**src/rtl/inv_butterfly_pipe.sv**
```systemverilog
// -----------------------------------------------------------------------------
// inv_butterfly_pipe
//
// Gentleman-Sande (inverse-NTT) butterfly, three pipeline stages:
//   a0 = (x0 + x1) mod Q
//   a1 = ((x0 - x1) * w) mod Q
//
// Stage 1 : modular add / subtract, twiddle registered
// Stage 2 : full 2*WIDTH product d*w, sum forwarded
// Stage 3 : exact reduction of the product, results registered onto a0/a1
//
// All stages advance together on adv = ~s3_valid | out_ready, so a stalled
// output freezes the whole pipe and nothing is lost or duplicated.
// Bubbles travel as valid = 0; their data content is don't-care.
//
// Optional feature (macro INV_BFLY_HALVE_EN):
//   When defined, both results are multiplied by 2^-1 mod Q, folding the
//   INTT n^-1 scaling into each stage. The sum is halved in stage 2 and the
//   reduced product in stage 3, so latency stays at 3 cycles.
//
// Ports
//   clk        in   1      clock, rising edge
//   rst        in   1      asynchronous active-high reset
//   in_valid   in   1      x0/x1/w valid
//   in_ready   out  1      operand set accepted this cycle if in_valid
//   x0         in   WIDTH  upper coefficient  [0,Q-1]
//   x1         in   WIDTH  lower coefficient  [0,Q-1]
//   w          in   WIDTH  inverse twiddle    [0,Q-1]
//   out_valid  out  1      a0/a1 valid
//   out_ready  in   1      downstream accepts a0/a1
//   a0         out  WIDTH  (x0+x1) mod Q
//   a1         out  WIDTH  ((x0-x1)*w) mod Q
// -----------------------------------------------------------------------------
module inv_butterfly_pipe #(
    parameter int WIDTH = 32,
    parameter int Q     = 7681
) (
    input  logic             clk,
    input  logic             rst,
    input  logic             in_valid,
    output logic             in_ready,
    input  logic [WIDTH-1:0] x0,
    input  logic [WIDTH-1:0] x1,
    input  logic [WIDTH-1:0] w,
    output logic             out_valid,
    input  logic             out_ready,
    output logic [WIDTH-1:0] a0,
    output logic [WIDTH-1:0] a1
);

    localparam logic [WIDTH:0]     Q_EXT  = (WIDTH+1)'(Q);
    localparam logic [WIDTH-1:0]   Q_N    = WIDTH'(Q);
    localparam logic [2*WIDTH-1:0] Q_PROD = (2*WIDTH)'(Q);

`ifdef INV_BFLY_HALVE_EN
    // Multiply by 2^-1 mod Q: an odd value becomes even after adding the
    // odd modulus, so the shift is exact. v < Q < 2^(WIDTH-1) keeps v+Q
    // inside WIDTH+1 bits.
    function automatic logic [WIDTH-1:0] half_mod(input logic [WIDTH-1:0] v);
        logic [WIDTH:0] t;
        t = v[0] ? ({1'b0, v} + Q_EXT) : {1'b0, v};
        return t[WIDTH:1];
    endfunction
`endif

    // Pipeline registers
    logic                 s1_valid_q, s2_valid_q, s3_valid_q;
    logic [WIDTH-1:0]     s1_s_q, s1_d_q, s1_w_q;
    logic [WIDTH-1:0]     s2_s_q;
    logic [2*WIDTH-1:0]   s2_p_q;
    logic [WIDTH-1:0]     s3_a0_q, s3_a1_q;

    // Next-state values
    logic [WIDTH:0]       sum_full;
    logic [WIDTH-1:0]     s1_s_d, s1_d_d;
    logic [WIDTH-1:0]     s2_s_d;
    logic [2*WIDTH-1:0]   s2_p_d;
    logic [WIDTH-1:0]     s3_a1_d;
    logic                 adv;

    assign adv      = ~s3_valid_q | out_ready;
    assign in_ready = adv;

    always_comb begin
        // Stage 1: modular add and subtract. The WIDTH-bit subtraction wraps
        // modulo 2^WIDTH, so adding Q after a borrow lands back in [1,Q-1].
        sum_full = {1'b0, x0} + {1'b0, x1};
        s1_s_d   = (sum_full >= Q_EXT) ? WIDTH'(sum_full - Q_EXT) : WIDTH'(sum_full);
        s1_d_d   = (x0 < x1) ? (x0 - x1 + Q_N) : (x0 - x1);

        // Stage 2: full-width product, sum forwarded (halved if enabled)
        s2_p_d = {{WIDTH{1'b0}}, s1_d_q} * {{WIDTH{1'b0}}, s1_w_q};
`ifdef INV_BFLY_HALVE_EN
        s2_s_d = half_mod(s1_s_q);
`else
        s2_s_d = s1_s_q;
`endif

        // Stage 3: exact reduction; the remainder is < Q so it fits in WIDTH
`ifdef INV_BFLY_HALVE_EN
        s3_a1_d = half_mod(WIDTH'(s2_p_q % Q_PROD));
`else
        s3_a1_d = WIDTH'(s2_p_q % Q_PROD);
`endif
    end

    always_ff @(posedge clk or posedge rst) begin
        if (rst) begin
            s1_valid_q <= 1'b0;
            s2_valid_q <= 1'b0;
            s3_valid_q <= 1'b0;
            s1_s_q     <= '0;
            s1_d_q     <= '0;
            s1_w_q     <= '0;
            s2_s_q     <= '0;
            s2_p_q     <= '0;
            s3_a0_q    <= '0;
            s3_a1_q    <= '0;
        end else if (adv) begin
            // in_ready equals adv, so in_valid alone marks an accepted set here
            s1_valid_q <= in_valid;
            s1_s_q     <= s1_s_d;
            s1_d_q     <= s1_d_d;
            s1_w_q     <= w;

            s2_valid_q <= s1_valid_q;
            s2_s_q     <= s2_s_d;
            s2_p_q     <= s2_p_d;

            s3_valid_q <= s2_valid_q;
            s3_a0_q    <= s2_s_q;
            s3_a1_q    <= s3_a1_d;
        end
    end

    assign out_valid = s3_valid_q;
    assign a0        = s3_a0_q;
    assign a1        = s3_a1_q;

endmodule

```
**config.mk**
```make
export PLATFORM = sky130hd
export DESIGN_NAME = inv_butterfly_pipe
export DESIGN_NICKNAME = d
export VERILOG_FILES = /design/src/rtl/inv_butterfly_pipe.sv
export SDC_FILE = /design/constraint.sdc
export NUM_CORES = 2
export LEC_CHECK = 0
export ABC_AREA = 1
export CAP_MARGIN = 40
export CORE_UTILIZATION = 50
export CTS_CLUSTER_SIZE = 20
export DETAILED_ROUTE_END_ITERATION = 8
export DONT_BUFFER_PORTS = 1
export PLACE_DENSITY_LB_ADDON = 0.08
export SLEW_MARGIN = 20
export SYNTH_ARGS = -nofsm -noshare
export SYNTH_HDL_FRONTEND = slang
export SYNTH_SLANG_ARGS = --single-unit
```
**constraint.sdc**
```tcl
create_clock -name clk -period 52.8 [get_ports clk]
set_clock_uncertainty 0.15 [all_clocks]
set_input_delay 7.92 -clock clk [delete_from_list [all_inputs] [get_ports clk]]
set_output_delay 7.92 -clock clk [all_outputs]
set_load 0.01 [all_outputs]
```
Yosys cells after proc, flatten, opt, wreduce, memory -nomap -nowiden
Cells that the tools add are included.
W data, S select, Z words.

word-level totals
  output and inout port bits = 66
  logic and storage cells = 22
  register bits after elaboration = 259
  input port bits = 100

cells by class
  div/mod/pow operators = 1
  add/subtract/negate cells = 4
  $lt $le $gt $ge = 2
  mux-type cells = 2
  bitwise logic cells = 2
  multiply operators = 1

operator list
  operator                  number
  $mod A64 B13 Y64 const B  1
  $mul A32 B32 Y64          1
  $mux W32                  2
  $add A32 B32 Y33          1
  $ge A33 B13 Y1 const B    1
  $add A32 B13 Y32 const B  1
  $lt A32 B32 Y1            1
  $sub A32 B13 Y32 const B  1
  $sub A32 B32 Y32          1
  $not A1 Y1                1
  $or A1 B1 Y1              1

Longest topological paths before layout
  depth in word-level cells = 3
  gate-level depth with buffers = 419
  mapped depth without buffers = 405

Worst setup path before layout
No wires, ideal clock.

  path kind = register to register
  start = register s2_p_q[52]
  end = register s3_a1_q[4] (netlist: a1[4])
  clock period less this slack = 38.625 ns
  setup time = 0.116 ns
  path buffers = 29
  required time = 52.534 ns
  data arrival time = 38.359 ns
  slack = 14.175 ns
  stages on the path, launching flop included = 364
  cells stage by stage = dfrtp_1 nor2_1 nand2_1 nor2_2 nand2_2 nand2_4 nand2_1 nand2_2 nand2_2 nor2_2 nand2_2 nand2_4 nand2_4 nand2_4 nand2_4 nor2_2 nand2_2 nor2_2 (+328 left out) nor2_2 nor2_2 nand3_1 nand2_4 buf_8 nand3_1 nand2_4 ha_1 nand3_2 nor2_4 nand4_4 nand2_4 nand3_4 buf_12 nand2_2 nand2_1 nand2_1 nand2_1

between the ends
  word-level cells in the longest chain between the ends = 1

RTL lines
  element                 line  text
  from (decl)             70    logic [2*WIDTH-1:0] s2_p_q;
  from (signal assigned)  128   s2_p_q <= s2_p_d;
  $mod A64 B13 Y64        103   s3_a1_d = WIDTH'(s2_p_q % Q_PROD);
  to (signal assigned)    118   s3_a1_q <= '0;
  to (signal assigned)    132   s3_a1_q <= s3_a1_d;
  to (decl)               71    logic [WIDTH-1:0] s3_a0_q, s3_a1_q;

No other way between the ends.
A chain may end at the register's enable or synchronous reset.

Worst setup path in the final report
Ends and elaborated chain as after synthesis.

==> impl_results.md <==
- Initial antenna violation count: 2
- CP max FO: 18
- DR DRC count: 0
- Syn avg cell area: 7.14 sq um
- Vias per cell: 5.22
- CTS root buf: clkbuf_16
- Final Slew Violations: 0
- Area Growth Syn to Fin: 3.00%
- Dpl hpwl: 184,000 um
- Worst setup margin: 4900 ps
- Final wirelength: 231,000 um
- Worst slew pin tran: approximately 880 ps
- Dpl ws: roughly 4600 ps
- Antenna Nets Post-Route: 0
- CTS max path bufs: 3
- Post-DP Area: 82,600 sq um
- Async SR Flop Fraction: 1.00
- Cell taking the most area after synthesis: fa_1
- CTS tree: done
- Std-Cell Rows: 147
- Die area: 165,000 sq um
- Netlist Area Pre-Place: 81,500 sq um
- Reg-to-reg slack, setup: 4900 ps
- Status: complete, no violations
- Post-synth EDFFs: 0
- Share of cells above drive strength 1: 0.203
- Clk Latency, worst-skew pair: 630 ps
- Slowest CP cell: dfrtp_1
- I/O pin cnt: 166
- Setup violations, final: 0
- Max Cap Violations: 0
- Port bufs: 0
- #FFs+latches synth: 259
- Critical path class: flip-flop to flip-flop
- Chip Width: ~410 um
- Die height: 406 um
- Cell variety after synth: 89
- Commonest cells in the netlist: nand2_1 (2,975), inv_1 (1,991), fa_1 (898)
- Register area share after synthesis: 0.0795
- Initial drt markers: around 4,300
- Avg WL per Cell: between 15 and 20 um
- Design area: 84,000 sq um
- Core Util, Final: 0.521
- Number of global-route vias before repair: 69,933
- Most used cell along the critical path: nand2_4
- Drt first pass iters: 6
- Core area: 161,000 sq um
- Synth top area cells: fa_1 (22%), nand2_1 (14%), inv_1 (9.2%), dfrtp_1 (8.0%), nand2_4 (7.0%)
- Peak Freq: 20.9 MHz
- Initial Util: 0.506
- Total global-route track usage: 0.284
- TritonCTS Buffers: 38
- Final period util: 0.907
- Yosys top cell area share: 0.221
- Tmin final: 47,900 ps
- Routability cong.: around 0.92
- Slowest cell delay on critical path: 440 ps
- Critical path data required time: 53,130 ps
- Sink Count: 259
- Layout Nets: 12,488
- Global-route wire length before repair: 376,000 um
- H-tree depth: 2
- Largest net degree at the start of global routing: 140
- Worst min path class: flip-flop to flip-flop
- Hold Vio Cnt, Final: 0
- Antenna Cells: 0
- Crit. End Element: flip-flop
- CP startpoint kind: flip-flop
- Net Count, Synth: about 13,000
- Top FF cell, synth: dfrtp_1
- CP Data Arrival Time: slightly below 50,000 ps
- Reg clk slew, reported paths: approximately 70 ps
- Grt ovf: 0
- Yosys warns: 0
- Slew Limit Headroom: 0.410
- Via count: 69,575
- Cells after Synth: ~11,000
- Top-count cell post-synth: nand2_1
==> per-layer routing <==
layer / global-route usage / wire [um] / part of all wire / vias up
li1: - / - / - / 33912
met1: 0.400 / 106000 / 0.46 / 33713
met2: 0.466 / 106000 / 0.46 / 1656
met3: 0.0289 / 12700 / 0.055 / 292
met4: 0.0657 / 5430 / 0.024 / 2
met5: 0 / 13 / 0.000056 / -
==> through the flow <==
step | setup TNS [ps] | hold WS [ps] | instances
floorplan | 0 | 290 | 11416
global placement | 0 | 308 | 13265
detailed placement | 0 | 310 | 13269
CTS | 0 | 315 | 13334
global route | -10.6 | 341 | 13341
finish | 0 | 316 | 13341
==> critical path, delay by kind of cell (launching register included) <==
kind | cells | cell delay, ps
compound gates | 5 | 1360
buf+inv | 20 | 1860
simple gates | 310 | 43100
xor+xnor | 1 | 270
flops | 1 | 440
fa+ha+maj | 2 | 390
==> cell usage in the layout (no fill, tap or decap), types with 16 or more instances in the layout <==
cell type	count
a21oi_1	197
a31oi_1	42
buf_4	81
clkbuf_16	38
clkinv_1	36
clkinv_2	31
dfrtp_1	255
fa_1	898
ha_1	334
inv_1	1989
inv_2	163
inv_4	27
nand2_1	2975
nand2_2	579
nand2_4	508
nand2_8	38
nand3_1	721
nand3_2	250
nand3_4	30
nand3b_1	35
nand4_1	141
nor2_1	548
nor2_2	194
nor2_4	99
nor3_1	51
o211ai_1	35
o21ai_0	259
o21ai_1	36
o21ai_2	32
o21bai_1	21
o31ai_1	16
or2_2	35
xnor2_1	55
xor2_1	234
==> worst paths after layout <==
path / startpoint / endpoint / cells past startpoint
setup / recovery: s2_p_q[52]$_DFFE_PP0P_ / a1[4]$_DFFE_PP0P_ / 338
max in group asynchronous: rst / a1[2]$_DFFE_PP0P_ / 5
min in group asynchronous: rst / a0[17]$_DFFE_PP0P_ / 1
setup reg to reg: s2_p_q[52]$_DFFE_PP0P_ / a1[4]$_DFFE_PP0P_ / 338
hold / removal: s1_s_q[17]$_DFFE_PP0P_ / s2_s_q[17]$_DFFE_PP0P_ / 2
hold reg to reg: s1_s_q[17]$_DFFE_PP0P_ / s2_s_q[17]$_DFFE_PP0P_ / 2
==> cell type report <==
type,instances,area (sq um)
fill,16340,77200
multi-input combinational,8485,63700
inverter,2284,9070
sequential,259,6490
tap,2160,2700
clock buffer,43,1000
timing repair buffer,88,761
clock inverter,22,273
==> cells by family (layout without fill, tap and decap cells) <==
group,count (synthesis),in the layout,share of synthesized area
and+or+nand+nor,6266,6266,0.425
buffers and inverters,2672,2437,0.140
adders and majority gates,1232,1232,0.272
AOI/OAI and AO/OA,692,692,0.0507
xor gates and xnor gates,295,295,0.0324
DFF,259,259,0.0795
==> repair_timing <==
item,4_1_cts,5_1_grt
hold buffers,0,0
buffers inserted,0,4
gates resized for setup,0,7
setup endpoints to repair,0,32
==> sequential cells by signal, summed over array words and instances (netlist names) <==
| name | count |
|---|---|
| a1 | 32 |
| out_valid | 1 |
| s2_valid_q | 1 |
| s2_p_q | 64 |
| a0 | 32 |
| s1_valid_q | 1 |
| s1_s_q | 32 |
| s2_s_q | 32 |
| s1_w_q | 32 |
| s1_d_q | 32 |
Power is left out: the tool's default activity adds up to more than one toggle a clock period on the data nets, which glitch-free logic cannot reach.
